## src/rtl/stream_arb2_pkg.sv

```systemverilog
// Shared grant encodings, pointer reset value and counter helper for stream_arb2.
package stream_arb2_pkg;

  localparam logic GRANT_A = 1'b0;
  localparam logic GRANT_B = 1'b1;

  // Pointer starts on B so that A wins the very first tie.
  localparam logic LAST_GRANT_RST = GRANT_B;

  function automatic logic [31:0] cnt_max(input int unsigned width);
    if (width >= 32) return '1;
    return (32'd1 << width) - 32'd1;
  endfunction

endpackage

```

## src/rtl/rr_pick2.sv

```systemverilog
// Combinational two-request round-robin picker; ties go to the side not granted last.
module rr_pick2
  import stream_arb2_pkg::*;
(
  input  logic req_a,
  input  logic req_b,
  input  logic last_grant,
  output logic grant
);

  always_comb begin
    grant = last_grant;
    if (req_a && req_b) begin
      grant = (last_grant == GRANT_A) ? GRANT_B : GRANT_A;
    end else if (req_a) begin
      grant = GRANT_A;
    end else if (req_b) begin
      grant = GRANT_B;
    end
  end

endmodule

```

## src/rtl/stream_arb2.sv

```systemverilog
// Two-input round-robin stream arbiter with a one-entry registered output stage.
// Define STREAM_ARB2_STATS_EN to add saturating per-input grant counters.
module stream_arb2
  import stream_arb2_pkg::*;
#(
  parameter int DATA_WIDTH = 7,
  parameter int CNT_WIDTH  = 8
) (
  input  logic                  Clk_CI,
  input  logic                  Rst_RBI,
  input  logic [DATA_WIDTH-1:0] A_DI,
  input  logic                  AValid_SI,
  output logic                  AReady_SO,
  input  logic [DATA_WIDTH-1:0] B_DI,
  input  logic                  BValid_SI,
  output logic                  BReady_SO,
  output logic                  Sel_SO,
  output logic [DATA_WIDTH-1:0] Out_DO,
  output logic                  OutValid_SO,
  input  logic                  OutReady_SI
`ifdef STREAM_ARB2_STATS_EN
  ,
  output logic [CNT_WIDTH-1:0]  GrantCntA_DO,
  output logic [CNT_WIDTH-1:0]  GrantCntB_DO
`endif
);

  if (CNT_WIDTH < 1 || CNT_WIDTH > 32) begin : g_bad_cnt_width
    $error("stream_arb2: CNT_WIDTH must be in 1..32");
  end

  logic last_grant;
  logic grant;
  logic load;
  logic a_hs;
  logic b_hs;

  rr_pick2 u_pick (
    .req_a      (AValid_SI),
    .req_b      (BValid_SI),
    .last_grant (last_grant),
    .grant      (grant)
  );

  assign load = !OutValid_SO || OutReady_SI;

  // Readies and select are gated by reset so nothing handshakes while it is held.
  assign a_hs      = Rst_RBI && load && (grant == GRANT_A) && AValid_SI;
  assign b_hs      = Rst_RBI && load && (grant == GRANT_B) && BValid_SI;
  assign AReady_SO = a_hs;
  assign BReady_SO = b_hs;
  assign Sel_SO    = Rst_RBI ? grant : GRANT_A;

  always_ff @(posedge Clk_CI or negedge Rst_RBI) begin
    if (!Rst_RBI) begin
      Out_DO      <= '0;
      OutValid_SO <= 1'b0;
      last_grant  <= LAST_GRANT_RST;
    end else if (a_hs || b_hs) begin
      Out_DO      <= (grant == GRANT_B) ? B_DI : A_DI;
      OutValid_SO <= 1'b1;
      last_grant  <= grant;
    end else if (OutReady_SI) begin
      OutValid_SO <= 1'b0;
    end
  end

`ifdef STREAM_ARB2_STATS_EN
  localparam logic [CNT_WIDTH-1:0] CNT_MAX = CNT_WIDTH'(cnt_max(CNT_WIDTH));

  always_ff @(posedge Clk_CI or negedge Rst_RBI) begin
    if (!Rst_RBI) begin
      GrantCntA_DO <= '0;
      GrantCntB_DO <= '0;
    end else begin
      if (a_hs && (GrantCntA_DO != CNT_MAX)) GrantCntA_DO <= GrantCntA_DO + CNT_WIDTH'(1);
      if (b_hs && (GrantCntB_DO != CNT_MAX)) GrantCntB_DO <= GrantCntB_DO + CNT_WIDTH'(1);
    end
  end
`endif

endmodule
```

## config.mk

```make
export PLATFORM = sky130hd
export DESIGN_NAME = stream_arb2
export DESIGN_NICKNAME = d
export VERILOG_FILES = /design/src/rtl/stream_arb2_pkg.sv /design/src/rtl/rr_pick2.sv /design/src/rtl/stream_arb2.sv
export SDC_FILE = /design/constraint.sdc
export NUM_CORES = 1
export LEC_CHECK = 0
export ABC_AREA = 1
export BUFFER_PORTS_ARGS = -buffer_cell sky130_fd_sc_hd__buf_4
export CAP_MARGIN = 5
export CORE_MARGIN = 2
export CORE_UTILIZATION = 40
export CTS_CLUSTER_DIAMETER = 200
export DETAILED_ROUTE_END_ITERATION = 16
export GPL_TIMING_DRIVEN = 0
export PLACE_DENSITY_LB_ADDON = 0.15
export SLEW_MARGIN = 20
export SYNTH_ARGS = -nofsm -noshare
export SYNTH_HDL_FRONTEND = slang
export SYNTH_HIERARCHICAL = 1
export SYNTH_SLANG_ARGS = --single-unit
```

## constraint.sdc

```tcl
create_clock -name Clk_CI -period 1.7 [get_ports Clk_CI]
set_clock_uncertainty 0.05 [all_clocks]
set_input_delay 0.17 -clock Clk_CI [delete_from_list [all_inputs] [get_ports Clk_CI]]
set_output_delay 0.17 -clock Clk_CI [all_outputs]
set_load 0.01 [all_outputs]
```

Word level (Yosys, flattened, before mapping). Index checks and enable logic that the tools add are counted.

Reduce and logical (&&, ||, !) cells: 10. Multiplexer cells: 8. Bitwise logic cells: 1.

Operators with widths (count): 1-bit two-way mux (7); 7-bit two-way mux (1); 1-bit logical AND (6); 1-bit logical OR (2); 2-bit nonzero test (1); 1-bit logical NOT (1); 1-bit NOT (1).

Bits of input ports: 19. Register bits: 9.

Logic depth before layout (Yosys ltp). Gate-level depths: netlist of the first run.

Depth after elaboration: 8. Gate-level depth with buffers: 9. Mapped depth without buffers: 9.

By module. The synthesis of the first run kept the hierarchy.

By module, submodules not included: stream_arb2 (area each 536.8 sq um, cells each 70, times used 1); rr_pick2 (area each 18.8 sq um, cells each 5, times used 1).

Worst setup path before layout of the first run. Ideal clock, no wire load.

Path kind: register -> output. From: register last_grant. To: output AReady_SO. Path buffers: 1. Stages on the path, launching flop included: 8. Path slack: 0.290 ns. Arrival time: 1.190 ns. Path through: dfstp_2 > inv_1 > nand2_1 > nand2_1 > nor2_1 > nand3_1 > buf_6 > inv_1.

Cells in the longest elaborated chain, start to end: 6. Elaborated cells between the ends (all ways): 7. Classes of those cells: 4 x mux; 1 x bitwise; 2 x reduce/logical.

Ends and longest elaborated chain: start, declared (RTL line stream_arb2.sv:32) `logic last_grant;`; start signal, assigned (RTL line stream_arb2.sv:62) `last_grant <= grant;`; 1-bit two-way mux (RTL line rr_pick2.sv:17) `end else if (req_b) begin`; 1-bit two-way mux (RTL line rr_pick2.sv:15) `end else if (req_a) begin`; 1-bit two-way mux (*) (RTL line rr_pick2.sv:13) `if (req_a && req_b) begin`; named net grant (RTL line stream_arb2.sv:33) `logic grant;`; 1-bit NOT (*) (RTL line stream_arb2.sv:48) `assign a_hs = Rst_RBI && load && (grant == GRANT_A) && AValid_SI;`; 1-bit logical AND (*) (2 in a row) (RTL line stream_arb2.sv:48); end, declared (RTL line stream_arb2.sv:13) `output logic AReady_SO,`.

Mark *: on every way through the listed nets, which the timed path passes. The rest lies on a longest branch.

Worst setup path after layout of the first run. Ends and elaborated chain as after synthesis.

==> run summary, run 1 <==
The flow ran to the end, and the final reports show no timing, DRC or antenna violations. Max-cap violations in this run came to 0. For this run, the number of Yosys warnings is 6. The die is 41.3 microns tall. Summing the sequential cell areas from Yosys gives 40.8% of the chip area.

The synthesized netlist net count was 94; the worst hold slack was 0.158 ns. Cell type with the highest aggregate area in the netlist: sky130_fd_sc_hd__dfrtp_1. The number of inserted diodes is 0.

The tree built by TritonCTS fans out to 9 sinks. Following the worst setup path forward leads to its endpoint at AReady_SO. In the final layout, the share of cells above drive strength 1 is 49.5%. Global routing consumed, over all layers together, 18.0% of the routing resources.

For this run, the leading register cell type out of synthesis is sky130_fd_sc_hd__dfrtp_1. In this run the critical register-to-register path is captured at Out_DO[4]. Minimum setup slack in the final design: 0.0507 ns. STA classifies the critical path endpoint as a primary output. The worst-path maximum fanout is 3, and the area of the die is 1700 sq um. VDD sags by at most 551 uV.

Once detailed placement completed, the half-perimeter wirelength came to 938 microns. The initial utilization of the core area, before any placement, comes to 42.7%. The floorplan step defined a core boundary enclosing 1300 sq um. Setup slack at placement: 0.0658 ns. The source of the critical timing path was last_grant.

For the pin with the worst max-slew slack, the measured transition is 0.150 ns. In this run the static leakage power is 0.522 nW. The fill cell instance count of the final layout was 123. TritonCTS built the clock tree. Power spread over the standard cell area amounts to 1320 nW/um^2. The initial antenna violation count is 0.

By area the synthesized netlist is led by sky130_fd_sc_hd__dfrtp_1 (36%), sky130_fd_sc_hd__nand2_1 (18%), sky130_fd_sc_hd__nand3_2 (13%). The longest clock path from root to sink contains 2 buffers. The path class of the tightest hold or removal check is in2reg.

The tools report the startpoint of the worst register-to-register path as last_grant. The number of different library cells used by synthesis comes to 12. The proportion of synthesized flip-flops having asynchronous set or reset is 100%.

STA puts the critical path data required time at 1.48 ns. Setup repair after global routing could not meet its margin everywhere. Type of the worst setup path: reg2out.

For this block, the initial DRC count from the detailed router was 4. 30 I/O pins were placed. The most common cell in the synthesized netlist is sky130_fd_sc_hd__nand2_1. The mean instance size in the synthesized netlist was 7.41 sq um; the count of port buffers added during placement was 29. The net count reported at finish was 131; the number of register bits inferred by synthesis was 9. The tools report the maximum level of the CTS H-tree as 1. Counting the buffers created by CTS gives 3. After global routing the overflow that remains totals 0. The tools report the number of iterations in the first detailed-routing pass as 2. From left edge to right edge, the die measures 41.3 microns. For the final number of hold-violating endpoints, the log shows 0.

For flop-to-flop paths, the worst setup slack is 0.23 ns. The post-synthesis cell area is 556 sq um. The most frequent cell on the critical path is sky130_fd_sc_hd__inv_1.

Dividing the final minimum period by the clock period gives 97.0%. The number of placed cells counting well taps came out at 119. Via count of the first global-routing pass: 470. Average vias per placed instance: 4.48. For the finished layout, the period the worst path requires is 1.65 ns. The clock-pin transition on the worst setup and hold timing paths came out at 0.06 ns. The critical path contains buffers and inverters numbering 4 combined.

The top cell type by area accounts for 36.0% of the synthesized area. The longest individual stage delay on the worst path is 0.55 ns, and the arrival time of the worst setup path is 1.43 ns. Synthesis produced 75 cells.

Based on the critical path, the design can be clocked at up to 606 MHz. Leaving out filler cells and counting taps, the final layout contains 126. For this block, the via count after detailed routing is 565. Setup violations remaining at the end of the flow were counted as 0.

Counting cells, the worst reg-to-reg path comes to 9. Pin count of the biggest net entering global routing: 12. Compared with the post-synthesis result, the final layout area differs by 56.3%.

The total wirelength of the detailed-routed design was 1290 microns. The cell with the largest stage delay on the worst path is sky130_fd_sc_hd__dfstp_2. Clock latency on the worst-skew pair, taken at its later pin, is 0.25 ns. The total stage count of the critical path is 8. Walking the worst path, the cells encountered are inv_1 > nand2_2 > nand2_4 > nor2_4 > nand3_2 > buf_6 > inv_1 > buf_4.

The run gives 0 as the final number of max-transition violations. STA classifies the critical path startpoint as a flip-flop. The average detailed-routed wire length per instance came out at 10.2 microns. The commonest cells after synthesis are sky130_fd_sc_hd__nand2_1 (27), sky130_fd_sc_hd__inv_1 (15), sky130_fd_sc_hd__dfrtp_1 (8).

The sum of internal, switching and leakage power came out at 1.14 mW. Headroom to the max-slew limit came out at 90.0%. The cell family contributing the most delay on the critical path was flip-flops. For the global-route wire length before repair, the log shows 1930 microns. The logs give 0 for the count of antenna-violating nets left after detailed routing and 13 for the floorplan row count. Number of enable-type register cells in the synthesized netlist: 0. The global placer's final weighted congestion was 0.667. The DRC violation count after routing was 0. The cell sitting at the root of the clock tree is a sky130_fd_sc_hd__clkbuf_4.
==> what timing repair did <==
item,in CTS,in global routing
setup buffers,3,0
gates resized for setup,4,6
setup endpoints to repair,2,2
gates cloned,0,0
hold buffers,1,0
endpoints found under the hold margin,9,0
pin swaps,2,3
==> worst register-to-register path, cell delays in order (launching register included) <==
cell	delay (ns)
sky130_fd_sc_hd__dfstp_2	0.55
sky130_fd_sc_hd__inv_1	0.05
sky130_fd_sc_hd__nand2_2	0.06
sky130_fd_sc_hd__nand2_4	0.06
sky130_fd_sc_hd__nor2_4	0.08
sky130_fd_sc_hd__nand3_2	0.09
sky130_fd_sc_hd__buf_6	0.13
sky130_fd_sc_hd__buf_4	0.17
sky130_fd_sc_hd__nand3_2	0.06
sky130_fd_sc_hd__nand2_1	0.05
==> where the power goes <==
group | total, mW | internal [mW] | switching [mW]
clock network | 0.162 | 0.0903 | 0.0720
registers | 0.390 | 0.320 | 0.0698
logic | 0.590 | 0.297 | 0.292
==> worst min path at each step <==
stage                       start     endpoint  slack (ns)  cells after the start
after floorplan           Rst_RBI  OutValid_SO       -0.18                      0
after global placement    Rst_RBI    Out_DO[1]       -0.04                      1
after detailed placement  Rst_RBI    Out_DO[1]       -0.04                      1
after CTS                 B_DI[2]    Out_DO[2]        0.16                      5
after global routing      B_DI[3]    Out_DO[3]        0.19                      5
final                     B_DI[1]    Out_DO[1]        0.16                      5
==> through the flow <==
step	util, %	setup TNS, ns	instance area [sq um]
after floorplan	-	0	556
after global routing	66.7	-0.0569	868
after global placement	60.9	0	792
final	66.7	0	868
after detailed placement	60.9	0	792
after CTS	66.4	0	865
==> cell usage in the layout (no fill, tap or decap) <==
cell                            instances
sky130_fd_sc_hd__clkbuf_4               3
sky130_fd_sc_hd__buf_4                 31
sky130_fd_sc_hd__nor2_4                 1
sky130_fd_sc_hd__dfstp_2                1
sky130_fd_sc_hd__buf_2                  1
sky130_fd_sc_hd__dlygate4sd3_1          1
sky130_fd_sc_hd__nand2_4                1
sky130_fd_sc_hd__inv_2                  1
sky130_fd_sc_hd__nand3_1                1
sky130_fd_sc_hd__clkbuf_1               1
sky130_fd_sc_hd__nand2_2                5
sky130_fd_sc_hd__inv_1                 14
sky130_fd_sc_hd__dfrtp_1                8
sky130_fd_sc_hd__nand2_1               24
sky130_fd_sc_hd__buf_6                  2
sky130_fd_sc_hd__nor2_2                 1
sky130_fd_sc_hd__nand3_2                8
sky130_fd_sc_hd__o21ai_0                7
==> kinds of logic (layout without fill, tap and decap cells) <==
logic type | count (synthesis) | count (layout) | synth area share [%]
AND/OR/NAND/NOR | 41 | 41 | 37.8
buffers and inverters | 18 | 54 | 15.1
flip-flops | 9 | 9 | 40.8
AO/OA/AOI/OAI | 7 | 7 | 6.31
==> sequential cells by signal, indices dropped and copies added, names as in the netlist <==
register / cells
Out_DO: 7
OutValid_SO: 1
last_grant: 1
==> per-layer routing <==
metal / wire [microns] / global-route usage [%] / up-vias
met4: 19 / 12.1 / 0
met1: 475 / 21.9 / 248
met2: 718 / 28.5 / 19
met3: 75 / 3.26 / 2
met5: 0 / 0 / -
li1: - / - / 296
==> cell type report <==
cell class              count  area [sq um]  area share, %
multi-input cells          48           270           31.1
repair buffers             33           254           29.3
flip-flops and latches      9           226           26.1
inverters                  15          56.3           6.48
clock buffers               4          26.3           3.03
well taps                  15          18.8           2.16
plain buffers               2          16.3           1.87
No activity file was read; power rests on OpenSTA's default activity.
==> run 2: changes to the inputs <==
--- a/config.mk
+++ b/config.mk
@@ -8,12 +8,11 @@
 export ABC_AREA = 1
 export BUFFER_PORTS_ARGS = -buffer_cell sky130_fd_sc_hd__buf_4
 export CAP_MARGIN = 5
-export CORE_MARGIN = 2
 export CORE_UTILIZATION = 40
 export CTS_CLUSTER_DIAMETER = 200
 export DETAILED_ROUTE_END_ITERATION = 16
 export GPL_TIMING_DRIVEN = 0
-export PLACE_DENSITY_LB_ADDON = 0.15
+export PLACE_DENSITY = 0.78
 export SLEW_MARGIN = 20
 export SYNTH_ARGS = -nofsm -noshare
 export SYNTH_HDL_FRONTEND = slang
==> run 2 against run 1 <==
Net effect: via count rose by 2.1%; global-route usage increased by 2.4 points; first-iteration DRC count up 25%; non-clock buffer count is the same; final area is 2.2% lower; clock power grew 7%; sequential cell count is the same; critical path type unchanged; highest routed layer unchanged.
==> run summary, run 2 (synthesis results as in run 1) <==
Port buffering added 29 buffers. Measured along the y axis, the die boundary spans 39.3 microns. After detailed placement, the design holds a cell count of 119. Along the worst hold path, the cell count comes to 5. Type of the worst setup path: reg2out.

For hold timing, the worst endpoint is Out_DO[4]. The startpoint identified for the worst register-to-register timing path is last_grant. The register with the most flip-flops in the final layout is Out_DO.

The worst hold path class is in2reg. Timing would allow up to 628 MHz. Dividing the final minimum period by the clock period gives 93.6%. For the worst flop-to-flop path, the logic depth is 8. The initial utilization of the core area, before any placement, comes to 42.7%. The worst hold path begins at B_DI[4]. For this block, the via count after detailed routing is 577.

0 antenna diodes ended up in the layout. For this design the top-level I/O count stands at 30. The clock passes through at most 2 buffers. In the final design database the tool counted 131 nets.

Maximum level of the CTS H-tree: 1. The tools report the worst reg2reg path endpoint as Out_DO[6]. Setup repair after global routing left no endpoint under its margin. The share of post-route cells with drive strength above 1 was 47.7%. Clock tree root buffer cell: sky130_fd_sc_hd__clkbuf_4. The worst register-to-register path has a setup slack of 0.26 ns. The core region is 1300 sq um. Initial antenna violation count: 0.

The initialized floorplan defines 13 standard-cell rows. Routability-driven placement finished with a final weighted congestion of 0.718. The clock reaches the later pin of the worst-skew pair after 0.27 ns. TritonCTS built the clock tree. The via count of the first global-routing pass was 504; the area of the die was 1540 sq um. Global routing consumed, over all layers together, 20.4% of the routing resources. The worst setup path is launched from a flip-flop. The filler cells instantiated in the layout total 121. Most common cell after layout, fill and taps aside: sky130_fd_sc_hd__buf_4.

The max-cap violation count was 0; the clock buffer count from CTS was 3. For the final routed database, the setup TNS stands at 0 ns. The top cell types in the final layout, fill and taps aside, are sky130_fd_sc_hd__buf_4 (32), sky130_fd_sc_hd__nand2_1 (25), sky130_fd_sc_hd__inv_1 (14). The largest registers in the layout are Out_DO (7), OutValid_SO (1), last_grant (1). Once detail routing completed, the nets flagged for antenna violations numbered 0. Final number of hold-violating endpoints: 0.

Dividing the detail-routed wire length by the instance count gives 9.92 microns. The register with the most flip-flops in the layout has 7 of them. Using the TritonRoute via totals, the vias-per-cell ratio works out to 4.58. The layout overhead on the synthesized area was 52.9%; the global-route wire length before repair was 2030 microns. The run gives 0 as the final setup violation count.

The HPWL after detailed placement is 903 microns. In this run the worst path has a maximum fanout of 3. The tools report the final number of max-transition violations as 0. The areal power density over the cells came out at 1320 nW/um^2. The run finished with clean final reports. For the required time of the worst setup path, the log shows 1.48 ns. Headroom to the max-slew limit came out at 89.8%.

The tools report the pin count of the biggest net entering global routing as 12. The worst voltage drop across the vdd grid was 662 uV; the number of cells in the finished layout apart from fillers was 126. Data on the critical path arrives at its endpoint at 1.37 ns. The die outline width was 39.3 microns; the leakage power figure was 0.517 nW.

For this block, the initial DRC count from the detailed router was 5. For the pin with the worst max-slew slack, the measured transition is 0.152 ns. The first TritonRoute pass finished after 4 iterations. The routed design has 1250 microns of wire. The clock-pin transition on the worst setup and hold timing paths works out to 0.06 ns. The clock drives 9 sinks. The total overflow left after global routing is 0. Subtracting the final worst setup slack from the clock period gives 1.59 ns.

STA classifies the critical path endpoint as a primary output. In the routed design, unresolved DRC markers number 0.
-- run 2: routing by layer --
| layer | vias to the layer above | track usage, % | part of all wire [%] |
|---|---|---|---|
| li1 | 300 | - | - |
| met2 | 22 | 33.3 | 50 |
| met5 | - | 0 | 0 |
| met1 | 252 | 24.4 | 42 |
| met4 | 0 | 10.3 | 2.2 |
| met3 | 3 | 5.11 | 6.1 |
-- run 2: power by group --
group	leakage (nW)	switching [mW]	internal (mW)
Sequential	0.111	0.0670	0.320
Clock	0.0150	0.0821	0.0909
Combinational	0.391	0.274	0.288
Total	0.517	0.423	0.699
-- run 2: metrics by stage --
step | power (mW) | setup slack, ns | hold slack (ns) | area (sq um) | utilization, %
floorplan | 0.697 | 0.290 | -0.176 | 556 | -
global placement | 0.916 | 0.135 | -0.0396 | 792 | 60.9
detailed placement | 0.929 | 0.125 | -0.0367 | 792 | 60.9
CTS | 1.14 | 0.00178 | 0.147 | 857 | 65.9
global route | 1.23 | 0.0106 | 0.159 | 850 | 65.3
finish | 1.12 | 0.108 | 0.155 | 850 | 65.3
-- run 2: cell type report --
class | instances | area, sq um | area share, %
timing repair buffer | 34 | 262 | 30.8
sequential | 9 | 226 | 26.7
multi-input combinational | 48 | 255 | 30.0
clock buffer | 4 | 26.3 | 3.09
buffer | 1 | 5.00 | 0.589
tap | 15 | 18.8 | 2.21
inverter | 15 | 56.3 | 6.63
-- run 2: timing repair --
item | CTS | global route
setup endpoints to repair | 2 | 2
hold buffers | 1 | 0
gates resized for setup | 2 | 4
buffers inserted | 3 | 1
pin swaps | 2 | 2
endpoints found under the hold margin | 9 | 0
-- run 2: worst max path at each step --
stage          depth (start not counted)        from        end
2_1_floorplan                          7  last_grant  AReady_SO
3_3_place_gp                           8  last_grant  AReady_SO
3_5_place_dp                           8  last_grant  AReady_SO
4_1_cts                                8  last_grant  AReady_SO
5_1_grt                                7  last_grant  AReady_SO
6_report                               7  last_grant  AReady_SO
-- run 2: critical path, stage by stage (launching register included) --
cell and delay [ns]:
sky130_fd_sc_hd__dfstp_2 0.54, sky130_fd_sc_hd__inv_1 0.04, sky130_fd_sc_hd__nand2_1 0.06, sky130_fd_sc_hd__nand2_2 0.06, sky130_fd_sc_hd__nor2_1 0.11, sky130_fd_sc_hd__nand3_2 0.11
sky130_fd_sc_hd__inv_1 0.07, sky130_fd_sc_hd__buf_4 0.11
